### src/rtl/square_pkg.sv
// square_pkg: shared types and register map for the square coordinate block.
// Latency: n/a (declarations only).
// Backpressure: n/a.
package square_pkg;

  typedef logic [10:0] coord_t;

  // Word offsets (byte address bits [4:2])
  localparam logic [2:0] OFS_X1     = 3'd0;
  localparam logic [2:0] OFS_X2     = 3'd1;
  localparam logic [2:0] OFS_Y1     = 3'd2;
  localparam logic [2:0] OFS_Y2     = 3'd3;
  localparam logic [2:0] OFS_CTRL   = 3'd4;
  localparam logic [2:0] OFS_STATUS = 3'd5;
  localparam logic [2:0] OFS_VEL    = 3'd6;

  // CTRL / STATUS bit positions
  localparam int CTRL_COMMIT_BIT    = 0;
  localparam int CTRL_MOVE_BIT      = 1;
  localparam int STATUS_PENDING_BIT = 0;
  localparam int STATUS_FCNT_LSB    = 16;

endpackage

### src/rtl/square_regs_if.sv
// square_regs_if: AHB-Lite slave-side bus bundle for square_regs.
// Latency: n/a (wires only).
// Backpressure: carried by HREADY/HREADYOUT.
interface square_regs_if;
  logic        HSEL;
  logic [31:0] HADDR;
  logic [1:0]  HTRANS;
  logic        HWRITE;
  logic [2:0]  HSIZE;
  logic [31:0] HWDATA;
  logic        HREADY;
  logic [31:0] HRDATA;
  logic        HREADYOUT;
  logic        HRESP;

  modport master (
    output HSEL, HADDR, HTRANS, HWRITE, HSIZE, HWDATA, HREADY,
    input  HRDATA, HREADYOUT, HRESP
  );

  modport slave (
    input  HSEL, HADDR, HTRANS, HWRITE, HSIZE, HWDATA, HREADY,
    output HRDATA, HREADYOUT, HRESP
  );
endinterface

### src/rtl/square_mover.sv
// square_mover: next position and bounce decision for one axis of the square.
// Latency: purely combinational.
// Backpressure: none; the caller decides on which frame edge to apply the result.
module square_mover
  import square_pkg::*;
#(
  parameter coord_t MAX = 11'd639
) (
  input  coord_t            lo,
  input  coord_t            hi,
  input  logic signed [7:0] d,
  output coord_t            lo_n,
  output coord_t            hi_n,
  output logic signed [7:0] d_n
);

  logic signed [11:0] d_w;
  logic signed [11:0] lo_w;
  logic signed [11:0] hi_w;
  logic               bounce;

  // 12-bit signed arithmetic so a step below column/row 0 shows up as negative
  assign d_w    = {{4{d[7]}}, d};
  assign lo_w   = $signed({1'b0, lo}) + d_w;
  assign hi_w   = $signed({1'b0, hi}) + d_w;
  assign bounce = lo_w[11] | (hi_w > $signed({1'b0, MAX}));

  // On a bounce the square stays put this frame and the velocity reverses
  assign lo_n = bounce ? lo : lo_w[10:0];
  assign hi_n = bounce ? hi : hi_w[10:0];
  assign d_n  = bounce ? -d : d;

endmodule

### src/rtl/square_regs.sv
// square_regs: AHB-Lite shadow/active registers for the VGA square, committed on the VS falling edge.
// Latency: zero-wait-state bus; committed values reach x1..y2 one HCLK after vs_in falls.
// Backpressure: none, HREADYOUT is always 1. Optional build macro SQUARE_AUTO_MOVE_EN adds VEL/MOVE bounce.
module square_regs
  import square_pkg::*;
#(
  parameter coord_t X1_RST = 11'd100,
  parameter coord_t X2_RST = 11'd200,
  parameter coord_t Y1_RST = 11'd100,
  parameter coord_t Y2_RST = 11'd200,
  parameter coord_t H_MAX  = 11'd639,
  parameter coord_t V_MAX  = 11'd479
) (
  input  logic          HCLK,
  input  logic          HRESETn,
  square_regs_if.slave  bus,
  input  logic          vs_in,
  output coord_t        x1,
  output coord_t        x2,
  output coord_t        y1,
  output coord_t        y2
);

  logic        ph_vld;
  logic        ph_wr;
  logic [2:0]  ph_idx;
  logic        vs_d;
  logic        frame_edge;
  logic        wr_en;
  logic        commit;
  logic        pending;
  logic [15:0] frame_cnt;
  coord_t      sh_x1, sh_x2, sh_y1, sh_y2;
  logic [31:0] rdata;
  logic [31:0] ctrl_rd;
  logic [31:0] vel_rd;
  logic        move_edge;
  coord_t      mx1, mx2, my1, my2;
  logic        unused_ok;

  assign frame_edge = vs_d & ~vs_in;
  assign wr_en      = ph_vld & ph_wr & bus.HREADY;
  assign commit     = frame_edge & pending;

  assign bus.HRDATA    = rdata;
  assign bus.HREADYOUT = 1'b1;
  assign bus.HRESP     = 1'b0;

  // Capture the address phase of a transfer addressed to this slave
  always_ff @(posedge HCLK or negedge HRESETn) begin
    if (!HRESETn) begin
      ph_vld <= 1'b0;
      ph_wr  <= 1'b0;
      ph_idx <= 3'd0;
    end else if (bus.HREADY) begin
      ph_vld <= bus.HSEL & bus.HTRANS[1];
      ph_wr  <= bus.HWRITE;
      ph_idx <= bus.HADDR[4:2];
    end
  end

  // Delay vs_in one cycle for falling-edge detection
  always_ff @(posedge HCLK or negedge HRESETn) begin
    if (!HRESETn) vs_d <= 1'b1;
    else          vs_d <= vs_in;
  end

  // Shadow coordinates written by software; a commit on the same edge sees the old value
  always_ff @(posedge HCLK or negedge HRESETn) begin
    if (!HRESETn) begin
      sh_x1 <= X1_RST;
      sh_x2 <= X2_RST;
      sh_y1 <= Y1_RST;
      sh_y2 <= Y2_RST;
    end else if (wr_en) begin
      case (ph_idx)
        OFS_X1:  sh_x1 <= bus.HWDATA[10:0];
        OFS_X2:  sh_x2 <= bus.HWDATA[10:0];
        OFS_Y1:  sh_y1 <= bus.HWDATA[10:0];
        OFS_Y2:  sh_y2 <= bus.HWDATA[10:0];
        default: ;
      endcase
    end
  end

  // Commit request: a new request beats the frame edge consuming the old one
  always_ff @(posedge HCLK or negedge HRESETn) begin
    if (!HRESETn) begin
      pending <= 1'b0;
    end else if (wr_en && ph_idx == OFS_CTRL && bus.HWDATA[CTRL_COMMIT_BIT]) begin
      pending <= 1'b1;
    end else if (frame_edge) begin
      pending <= 1'b0;
    end
  end

  // Free-running frame counter for software pacing, wraps at 16 bits
  always_ff @(posedge HCLK or negedge HRESETn) begin
    if (!HRESETn)        frame_cnt <= 16'd0;
    else if (frame_edge) frame_cnt <= frame_cnt + 16'd1;
  end

`ifdef SQUARE_AUTO_MOVE_EN
  logic              move;
  logic signed [7:0] dx, dy;
  logic signed [7:0] dx_n, dy_n;

  // A commit on the same edge takes priority, so movement is suppressed while pending
  assign move_edge = frame_edge & move & ~pending;

  square_mover #(.MAX(H_MAX)) u_mover_x (
    .lo(x1), .hi(x2), .d(dx), .lo_n(mx1), .hi_n(mx2), .d_n(dx_n)
  );
  square_mover #(.MAX(V_MAX)) u_mover_y (
    .lo(y1), .hi(y2), .d(dy), .lo_n(my1), .hi_n(my2), .d_n(dy_n)
  );

  // MOVE enable bit, software R/W
  always_ff @(posedge HCLK or negedge HRESETn) begin
    if (!HRESETn)                           move <= 1'b0;
    else if (wr_en && ph_idx == OFS_CTRL)   move <= bus.HWDATA[CTRL_MOVE_BIT];
  end

  // Velocity: a software write wins over a bounce reversal in the same cycle
  always_ff @(posedge HCLK or negedge HRESETn) begin
    if (!HRESETn) begin
      dx <= 8'sd0;
      dy <= 8'sd0;
    end else if (wr_en && ph_idx == OFS_VEL) begin
      dx <= bus.HWDATA[7:0];
      dy <= bus.HWDATA[15:8];
    end else if (move_edge) begin
      dx <= dx_n;
      dy <= dy_n;
    end
  end

  assign ctrl_rd   = {30'd0, move, 1'b0};
  assign vel_rd    = {16'd0, dy, dx};
  assign unused_ok = ^{bus.HSIZE, bus.HADDR[31:5], bus.HADDR[1:0], bus.HWDATA[31:16]};
`else
  assign move_edge = 1'b0;
  assign mx1       = x1;
  assign mx2       = x2;
  assign my1       = y1;
  assign my2       = y2;
  assign ctrl_rd   = 32'd0;
  assign vel_rd    = 32'd0;
  assign unused_ok = ^{bus.HSIZE, bus.HADDR[31:5], bus.HADDR[1:0], bus.HWDATA[31:11], H_MAX, V_MAX};
`endif

  // Active coordinates: load shadow on a committed frame edge, otherwise step when moving
  always_ff @(posedge HCLK or negedge HRESETn) begin
    if (!HRESETn) begin
      x1 <= X1_RST;
      x2 <= X2_RST;
      y1 <= Y1_RST;
      y2 <= Y2_RST;
    end else if (commit) begin
      x1 <= sh_x1;
      x2 <= sh_x2;
      y1 <= sh_y1;
      y2 <= sh_y2;
    end else if (move_edge) begin
      x1 <= mx1;
      x2 <= mx2;
      y1 <= my1;
      y2 <= my2;
    end
  end

  // Read mux over the captured address; zero outside a read data phase
  always_comb begin
    rdata = 32'd0;
    if (ph_vld && !ph_wr) begin
      case (ph_idx)
        OFS_X1:     rdata = {21'd0, sh_x1};
        OFS_X2:     rdata = {21'd0, sh_x2};
        OFS_Y1:     rdata = {21'd0, sh_y1};
        OFS_Y2:     rdata = {21'd0, sh_y2};
        OFS_CTRL:   rdata = ctrl_rd;
        OFS_STATUS: rdata = {frame_cnt, 15'd0, pending};
        OFS_VEL:    rdata = vel_rd;
        default:    rdata = 32'd0;
      endcase
    end
  end

endmodule

### src/flat_wrapper.sv
// flat-port wrapper written by rule: the top's interface ports become plain ports
module square_regs_flat import square_pkg::*;
#(
  parameter coord_t X1_RST = 11'd100,
  parameter coord_t X2_RST = 11'd200,
  parameter coord_t Y1_RST = 11'd100,
  parameter coord_t Y2_RST = 11'd200,
  parameter coord_t H_MAX  = 11'd639,
  parameter coord_t V_MAX  = 11'd479
)
  (HCLK, HRESETn, vs_in, x1, x2, y1, y2, bus_HSEL, bus_HADDR, bus_HTRANS, bus_HWRITE, bus_HSIZE, bus_HWDATA, bus_HREADY, bus_HRDATA, bus_HREADYOUT, bus_HRESP);
  square_regs_if bus_i ();
  input  logic HCLK;
  input  logic HRESETn;
  input  logic vs_in;
  output coord_t x1;
  output coord_t x2;
  output coord_t y1;
  output coord_t y2;
  input wire logic [$bits(bus_i.HSEL)-1:0] bus_HSEL;
  input wire logic [$bits(bus_i.HADDR)-1:0] bus_HADDR;
  input wire logic [$bits(bus_i.HTRANS)-1:0] bus_HTRANS;
  input wire logic [$bits(bus_i.HWRITE)-1:0] bus_HWRITE;
  input wire logic [$bits(bus_i.HSIZE)-1:0] bus_HSIZE;
  input wire logic [$bits(bus_i.HWDATA)-1:0] bus_HWDATA;
  input wire logic [$bits(bus_i.HREADY)-1:0] bus_HREADY;
  output wire logic [$bits(bus_i.HRDATA)-1:0] bus_HRDATA;
  output wire logic [$bits(bus_i.HREADYOUT)-1:0] bus_HREADYOUT;
  output wire logic [$bits(bus_i.HRESP)-1:0] bus_HRESP;
  assign bus_i.HSEL = bus_HSEL;
  assign bus_i.HADDR = bus_HADDR;
  assign bus_i.HTRANS = bus_HTRANS;
  assign bus_i.HWRITE = bus_HWRITE;
  assign bus_i.HSIZE = bus_HSIZE;
  assign bus_i.HWDATA = bus_HWDATA;
  assign bus_i.HREADY = bus_HREADY;
  assign bus_HRDATA = bus_i.HRDATA;
  assign bus_HREADYOUT = bus_i.HREADYOUT;
  assign bus_HRESP = bus_i.HRESP;
  square_regs #(.X1_RST(X1_RST), .X2_RST(X2_RST), .Y1_RST(Y1_RST), .Y2_RST(Y2_RST), .H_MAX(H_MAX), .V_MAX(V_MAX)) u_core (.HCLK(HCLK), .HRESETn(HRESETn), .bus(bus_i), .vs_in(vs_in), .x1(x1), .x2(x2), .y1(y1), .y2(y2));
endmodule
### config.mk
export PLATFORM = sky130hd
export DESIGN_NAME = square_regs_flat
export DESIGN_NICKNAME = d
export VERILOG_FILES = /design/src/rtl/square_pkg.sv /design/src/rtl/square_regs_if.sv /design/src/rtl/square_mover.sv /design/src/rtl/square_regs.sv /design/src/flat_wrapper.sv
export SDC_FILE = /design/constraint.sdc
export NUM_CORES = 1
export LEC_CHECK = 0
export ABC_CLOCK_PERIOD_IN_PS = 3000
export BUFFER_PORTS_ARGS = -buffer_cell sky130_fd_sc_hd__buf_2
export CAP_MARGIN = 20
export CORE_MARGIN = 2
export CORE_UTILIZATION = 50
export CTS_BUF_LIST = sky130_fd_sc_hd__clkbuf_4
export CTS_CLUSTER_SIZE = 14
export DETAILED_ROUTE_END_ITERATION = 8
export GPL_TIMING_DRIVEN = 0
export PLACE_DENSITY_LB_ADDON = 0.1
export SLEW_MARGIN = 10
export SYNTH_ARGS = -nofsm -noshare
export SYNTH_HDL_FRONTEND = slang
export SYNTH_SLANG_ARGS = --single-unit
### constraint.sdc
create_clock -name HCLK -period 3 [get_ports HCLK]
set_input_delay 0.6 -clock HCLK [delete_from_list [all_inputs] [get_ports HCLK]]
set_output_delay 0.6 -clock HCLK [all_outputs]
set_load 0.02 [all_outputs]
==> impl_metrics.env, run 1 <==
export IMPL_outcome="finished, final reports clean"
export IMPL_vdd_drop_max_mv=0.294
export IMPL_dr_first_iter_drc_count=143
export IMPL_synthDistinctLibCells=37
export IMPL_yosysWarningCount=0
export IMPL_clkTransAtPathRegs_ps=160
export IMPL_grt_overflow_total=0
export IMPL_min_path_type="primary input to async pin"
export IMPL_ys_seq_area_share_pct=57.1
export IMPL_finalPower_mw=3.18
export IMPL_relSlewSlack_pct=58.7
export IMPL_dieArea_sq_um=10600
export IMPL_post_route_util_pct=59.7
export IMPL_wl_um=10300
export IMPL_antenna_left=0
export IMPL_grt_pass1_wl_um=15700
export IMPL_netlist_instances=354
export IMPL_dpl_hpwl_um=7060
export IMPL_grt_max_degree=72
export IMPL_vias=3068
export IMPL_tns_ps=0
export IMPL_multi_input_area_sq_um=1960
export IMPL_drt_wirelength_per_cell_um=17.1
export IMPL_track_usage_pct=20.1
export IMPL_grt_pass1_vias=2968
export IMPL_synth_top_area_share_pct=43.7
export IMPL_drt_pass1_iterations=4
export IMPL_mappedNetlistArea_sq_um=4920
export IMPL_fin_skew_ps=27.8
export IMPL_crit_required_ps=2400
export IMPL_powerDensity_nw_per_um2=552
export IMPL_cts_path_max_buffers=2
export IMPL_root_buffer="clkbuf_4"
export IMPL_pre_cts_slack_ps=614
export IMPL_cts_made_buffers=9
export IMPL_rsz0062_at_grt="false"
export IMPL_place_congestion=0.761
export IMPL_synth_enable_flop_cells=0
export IMPL_fin_crit_ps=2720
export IMPL_final_max_slew_violation_count=0
export IMPL_post_route_period_util_pct=90.8
export IMPL_tightest_slew_ps=620
export IMPL_synth_ff_latch_count=111
export IMPL_setup_ws_ps=277
export IMPL_path_depth=5
export IMPL_start_kind="register"
export IMPL_diodes=0
export IMPL_synth_largest_area_cell="dfrtp_1"
export IMPL_cpMostUsedCell="buf_2"
export IMPL_core_area_sq_um=9640
export IMPL_finalHoldViolCount=0
export IMPL_cap_violations=0
export IMPL_die_y_um=103
export IMPL_numPortBuffers=90
export IMPL_synth_area_leaders="dfrtp_1, mux2_2, dfstp_2"
export IMPL_reg2reg_depth=5
export IMPL_ff_latch_area_sq_um=2810
export IMPL_die_x_um=103
export IMPL_async_flop_share_pct=100
export IMPL_path_delay_family="simple AND/OR/NAND/NOR gates"
export IMPL_initial_core_util_pct=51.0
export IMPL_p_leak_nw=2.97
export IMPL_cts_sink_count=111
export IMPL_cpPeakStageDelay_ps=520
export IMPL_criticalPathCategory="register to primary output"
export IMPL_placementRows=36
export IMPL_worst_ep_arrival_time_ps=2120
export IMPL_critPathMaxFanout=10
export IMPL_post_cts_setup_buffers=0
export IMPL_cp_end_kind="primary output"
export IMPL_synth_flop_cell="dfrtp_1"
export IMPL_io_pins=153
export IMPL_crit_chain="buf_2 -> o21ai_0 -> nor3b_4 -> and2_1 -> buf_2"
export IMPL_route_detailed_drc=0
export IMPL_tritoncts="yes"
export IMPL_syn_area_per_cell_sq_um=13.9
export IMPL_cp_num_buf_inv=2
export IMPL_fill_cells=852
export IMPL_final_nets=537
export IMPL_antenna_found_initial=0
export IMPL_whs_ps=25.1
export IMPL_h_tree_depth=3
export IMPL_vias_per_cell=5.12
export IMPL_slowest_stage="nor3b_4"
export IMPL_reg2reg_slack_ps=1250
export IMPL_drive_gt1_share_pct=54.1
export IMPL_clock_latency_ps=460
export IMPL_setup_viol=0
export IMPL_syn2layout_area_growth_pct=16.9
export IMPL_max_freq_mhz=367
## sequential cells by signal, summed over array words and instances (netlist names), 11 cells and up
name,count
u_core.sh_y2,11
u_core.sh_x1,11
u_core.sh_y1,11
u_core.y1,11
u_core.x2,11
u_core.frame_cnt,16
u_core.y2,11
u_core.sh_x2,11
u_core.x1,11
## cells in the mapped netlist, types with 2 or more instances
master and instances:
and3_1 2, and2_1 27, o21ai_0 3, buf_2 7, conb_1 2, nor3_2 3, nor2_1 5, dfrtp_1 86
nand4_1 8, nand2_1 12, mux2i_1 20, nand3_1 4, dfstp_2 25, inv_1 2, buf_6 3, xnor2_1 12
mux2_2 90, o22ai_1 9, buf_4 12, xor2_1 3, nand2b_1 2, nor3b_2 2
## routing by layer
metal / global-route usage [%] / routed length [um] / part of all wire (%)
met1: 27.8 / 4790 / 47
met2: 32.7 / 4920 / 48
met3: 3.16 / 457 / 4.5
met4: 6.98 / 96 / 0.93
met5: 0 / 0 / 0
## repair_timing
action,4_1_cts,5_1_grt
resized for setup,0,1
setup endpoints to repair,0,4
hold buffers,0,0
## worst paths after layout
kind / start / to
worst max-delay path: u_core.ph_idx[1] / bus_HRDATA[0]
worst min-delay path: HRESETn / u_core.x2[10]
worst max register to register: u_core.ph_idx[0] / u_core.sh_y1[9]
worst min register to register: u_core.frame_cnt[15] / u_core.frame_cnt[15]
max in group asynchronous: HRESETn / u_core.y2[3]
min in group HCLK: vs_in / u_core.vs_d
## power breakdown
part           leakage [nW]  switching, mW  internal (mW)  total (mW)
registers              1.42          0.151           1.71        1.86
logic                  1.47          0.238          0.252       0.491
clock network        0.0822          0.469          0.353       0.822
total                  2.97          0.858           2.32        3.18
## layout by cell type (no fill, tap or decap), types with 5 or more instances in the layout
cell type,netlist,layout
mux2i_1,20,20
buf_2,7,96
buf_4,12,12
dfstp_2,25,25
nand2_1,12,12
nor2_1,5,5
xnor2_1,12,12
clkbuf_4,0,11
and2_1,27,27
mux2_2,90,90
dfrtp_1,86,86
o22ai_1,9,9
conb_1,2,7
nand4_1,8,8
## cells by family after synthesis
| family | after synthesis | synth area share, % |
|---|---|---|
| other | 2 | 0.153 |
| buffers and inverters | 26 | 3.56 |
| adder cells (fa/ha/maj) | 1 | 0.254 |
| AND/OR/NAND/NOR | 73 | 9.08 |
| XOR/XNOR | 15 | 2.67 |
| multiplexers | 112 | 25.4 |
| flip-flops | 111 | 57.1 |
| AO/OA/AOI/OAI | 14 | 1.83 |
## through the flow
step	area, sq um	cells
2_1_floorplan	4940	359
3_3_place_gp	5560	582
3_5_place_dp	5590	583
4_1_cts	5750	599
5_1_grt	5750	599
6_report	5750	599
## area by class of cell
cell class,count,share of cell area (%)
repair buffers,91,8.42
clock inverters,5,1.30
well taps,133,2.89
inverters,2,0.130
multi-input cells,222,34.1
flip-flops and latches,111,48.8
plain buffers,24,2.91
clock buffers,11,1.44
Note: power is estimated with default switching activity, not from simulation.
==> inputs of run 2 (changes only) <==
--- a/config.mk
+++ b/config.mk
@@ -14,7 +14,7 @@
 export CTS_CLUSTER_SIZE = 14
 export DETAILED_ROUTE_END_ITERATION = 8
 export GPL_TIMING_DRIVEN = 0
-export PLACE_DENSITY_LB_ADDON = 0.1
+export PLACE_DENSITY_LB_ADDON = 0.05
 export SLEW_MARGIN = 10
 export SYNTH_ARGS = -nofsm -noshare
 export SYNTH_HDL_FRONTEND = slang
==> impl_metrics.env, run 2 (synthesis gave the netlist of run 1 again) <==
export IMPL_h_tree_depth=3
export IMPL_setup_viol=0
export IMPL_p_leak_nw=2.97
export IMPL_outcome="finished, final reports clean"
export IMPL_cts_made_buffers=9
export IMPL_min_path_type="primary input to async pin"
export IMPL_criticalPathCategory="register to primary output"
export IMPL_tns_ps=0
export IMPL_layout_common_cells="buf_2, mux2_2, dfrtp_1, and2_1, dfstp_2"
export IMPL_post_route_period_util_pct=94.9
export IMPL_wl_um=10100
export IMPL_post_cts_resized=0
export IMPL_antenna_left=0
export IMPL_dieArea_sq_um=10600
export IMPL_fin_skew_ps=19.3
export IMPL_tightest_slew_ps=733
export IMPL_clock_latency_ps=460
export IMPL_vdd_drop_max_mv=0.259
export IMPL_path_depth=5
export IMPL_dpl_hpwl_um=6950
export IMPL_cts_sink_count=111
export IMPL_cap_violations=0
export IMPL_grt_pass1_wl_um=16100
export IMPL_cp_num_buf_inv=2
export IMPL_die_y_um=103
export IMPL_track_usage_pct=20.3
export IMPL_cp_end_kind="primary output"
export IMPL_endpoint="bus_HRDATA[9]"
export IMPL_top_usage_layer="met2"
export IMPL_whs_ps=53.2
export IMPL_vias_per_cell=5.15
export IMPL_postCtsHoldBufs=0
export IMPL_cts_path_max_buffers=2
export IMPL_io_pins=153
export IMPL_relSlewSlack_pct=50.9
export IMPL_grt_overflow_total=0
export IMPL_syn2layout_area_growth_pct=16.3
export IMPL_placementRows=36
export IMPL_antenna_found_initial=0
export IMPL_crit_chain="buf_2 -> o21ai_0 -> nor3b_2 -> and2_1 -> buf_2"
export IMPL_crit_start="u_core.ph_idx[1]"
export IMPL_drt_pass1_iterations=4
export IMPL_regMostFlops="u_core.frame_cnt"
export IMPL_fill_cells=854
export IMPL_powerDensity_nw_per_um2=539
export IMPL_root_buffer="clkbuf_4"
export IMPL_fin_area_sq_um=5720
export IMPL_reg2reg_depth=5
export IMPL_critPathMaxFanout=10
export IMPL_use_met1_pct=28.8
export IMPL_worst_ep_arrival_time_ps=2250
export IMPL_largest_reg_flops=16
export IMPL_clkTransAtPathRegs_ps=150
export IMPL_vias=3083
export IMPL_final_common_cell="buf_2"
export IMPL_rr_startpoint="u_core.ph_idx[0]"
export IMPL_post_cts_setup_buffers=0
export IMPL_reg2reg_to="u_core.sh_y1[1]"
export IMPL_dpl_cell_area_sq_um=5590
export IMPL_rsz0062_at_grt="false"
export IMPL_initial_core_util_pct=51.0
export IMPL_reg2reg_slack_ps=1320
export IMPL_core_area_sq_um=9640
export IMPL_met3_usage_pct=4.03
export IMPL_dr_first_iter_drc_count=126
export IMPL_max_freq_mhz=351
export IMPL_grt_pass1_vias=3063
export IMPL_final_max_slew_violation_count=0
export IMPL_use_met2_pct=31.2
export IMPL_slowest_stage="nor3b_2"
export IMPL_fin_crit_ps=2850
export IMPL_path_delay_family="simple AND/OR/NAND/NOR gates"
export IMPL_die_x_um=103
export IMPL_start_kind="register"
export IMPL_cpPeakStageDelay_ps=630
export IMPL_numPortBuffers=90
export IMPL_drt_wirelength_per_cell_um=16.9
export IMPL_cpMostUsedCell="buf_2"
export IMPL_diodes=0
export IMPL_crit_required_ps=2400
export IMPL_drive_gt1_share_pct=54.5
export IMPL_finalHoldViolCount=0
export IMPL_final_nets=537
export IMPL_tritoncts="yes"
export IMPL_place_congestion=0.753
export IMPL_route_detailed_drc=0
export IMPL_grt_max_degree=64
run 2: power breakdown:
part | internal (mW) | total (mW) | switching [mW]
clock network | 0.269 | 0.734 | 0.466
logic | 0.250 | 0.484 | 0.234
registers | 1.71 | 1.86 | 0.152
run 2: metal layers:
layer | vias up | wire, um
met3 | 16 | 439
met2 | 67 | 4780
met5 | - | 0
met1 | 1559 | 4710
met4 | 0 | 181
li1 | 1441 | -
run 2: cell type report:
type	count	area, sq um	area share, %
flip-flops and latches	111	2810	49.1
multi-input cells	222	1950	34.2
repair buffers	91	484	8.46
plain buffers	24	168	2.93
well taps	133	166	2.91
clock buffers	11	82.6	1.44
clock inverters	5	50.0	0.875
inverters	2	7.51	0.131
run 2: worst min-delay path by stage:
stage,start,cells past startpoint,to
after detailed placement,u_core.frame_cnt[15],1,u_core.frame_cnt[15]
after global placement,u_core.frame_cnt[15],1,u_core.frame_cnt[15]
after global routing,HRESETn,1,u_core.x2[10]
after CTS,HRESETn,1,u_core.x2[10]
after floorplan,HRESETn,0,u_core.frame_cnt[0]
final,HRESETn,1,u_core.x2[10]
run 2: metrics by stage:
step	setup WS, ps	std cells	utilization, %	total power, mW
final	152	599	59.4	3.08
after global routing	32.6	599	59.4	3.26
after CTS	117	599	59.4	3.12
after detailed placement	642	583	58.0	2.38
after global placement	45.5	582	57.6	2.36
after floorplan	878	359	-	2.20
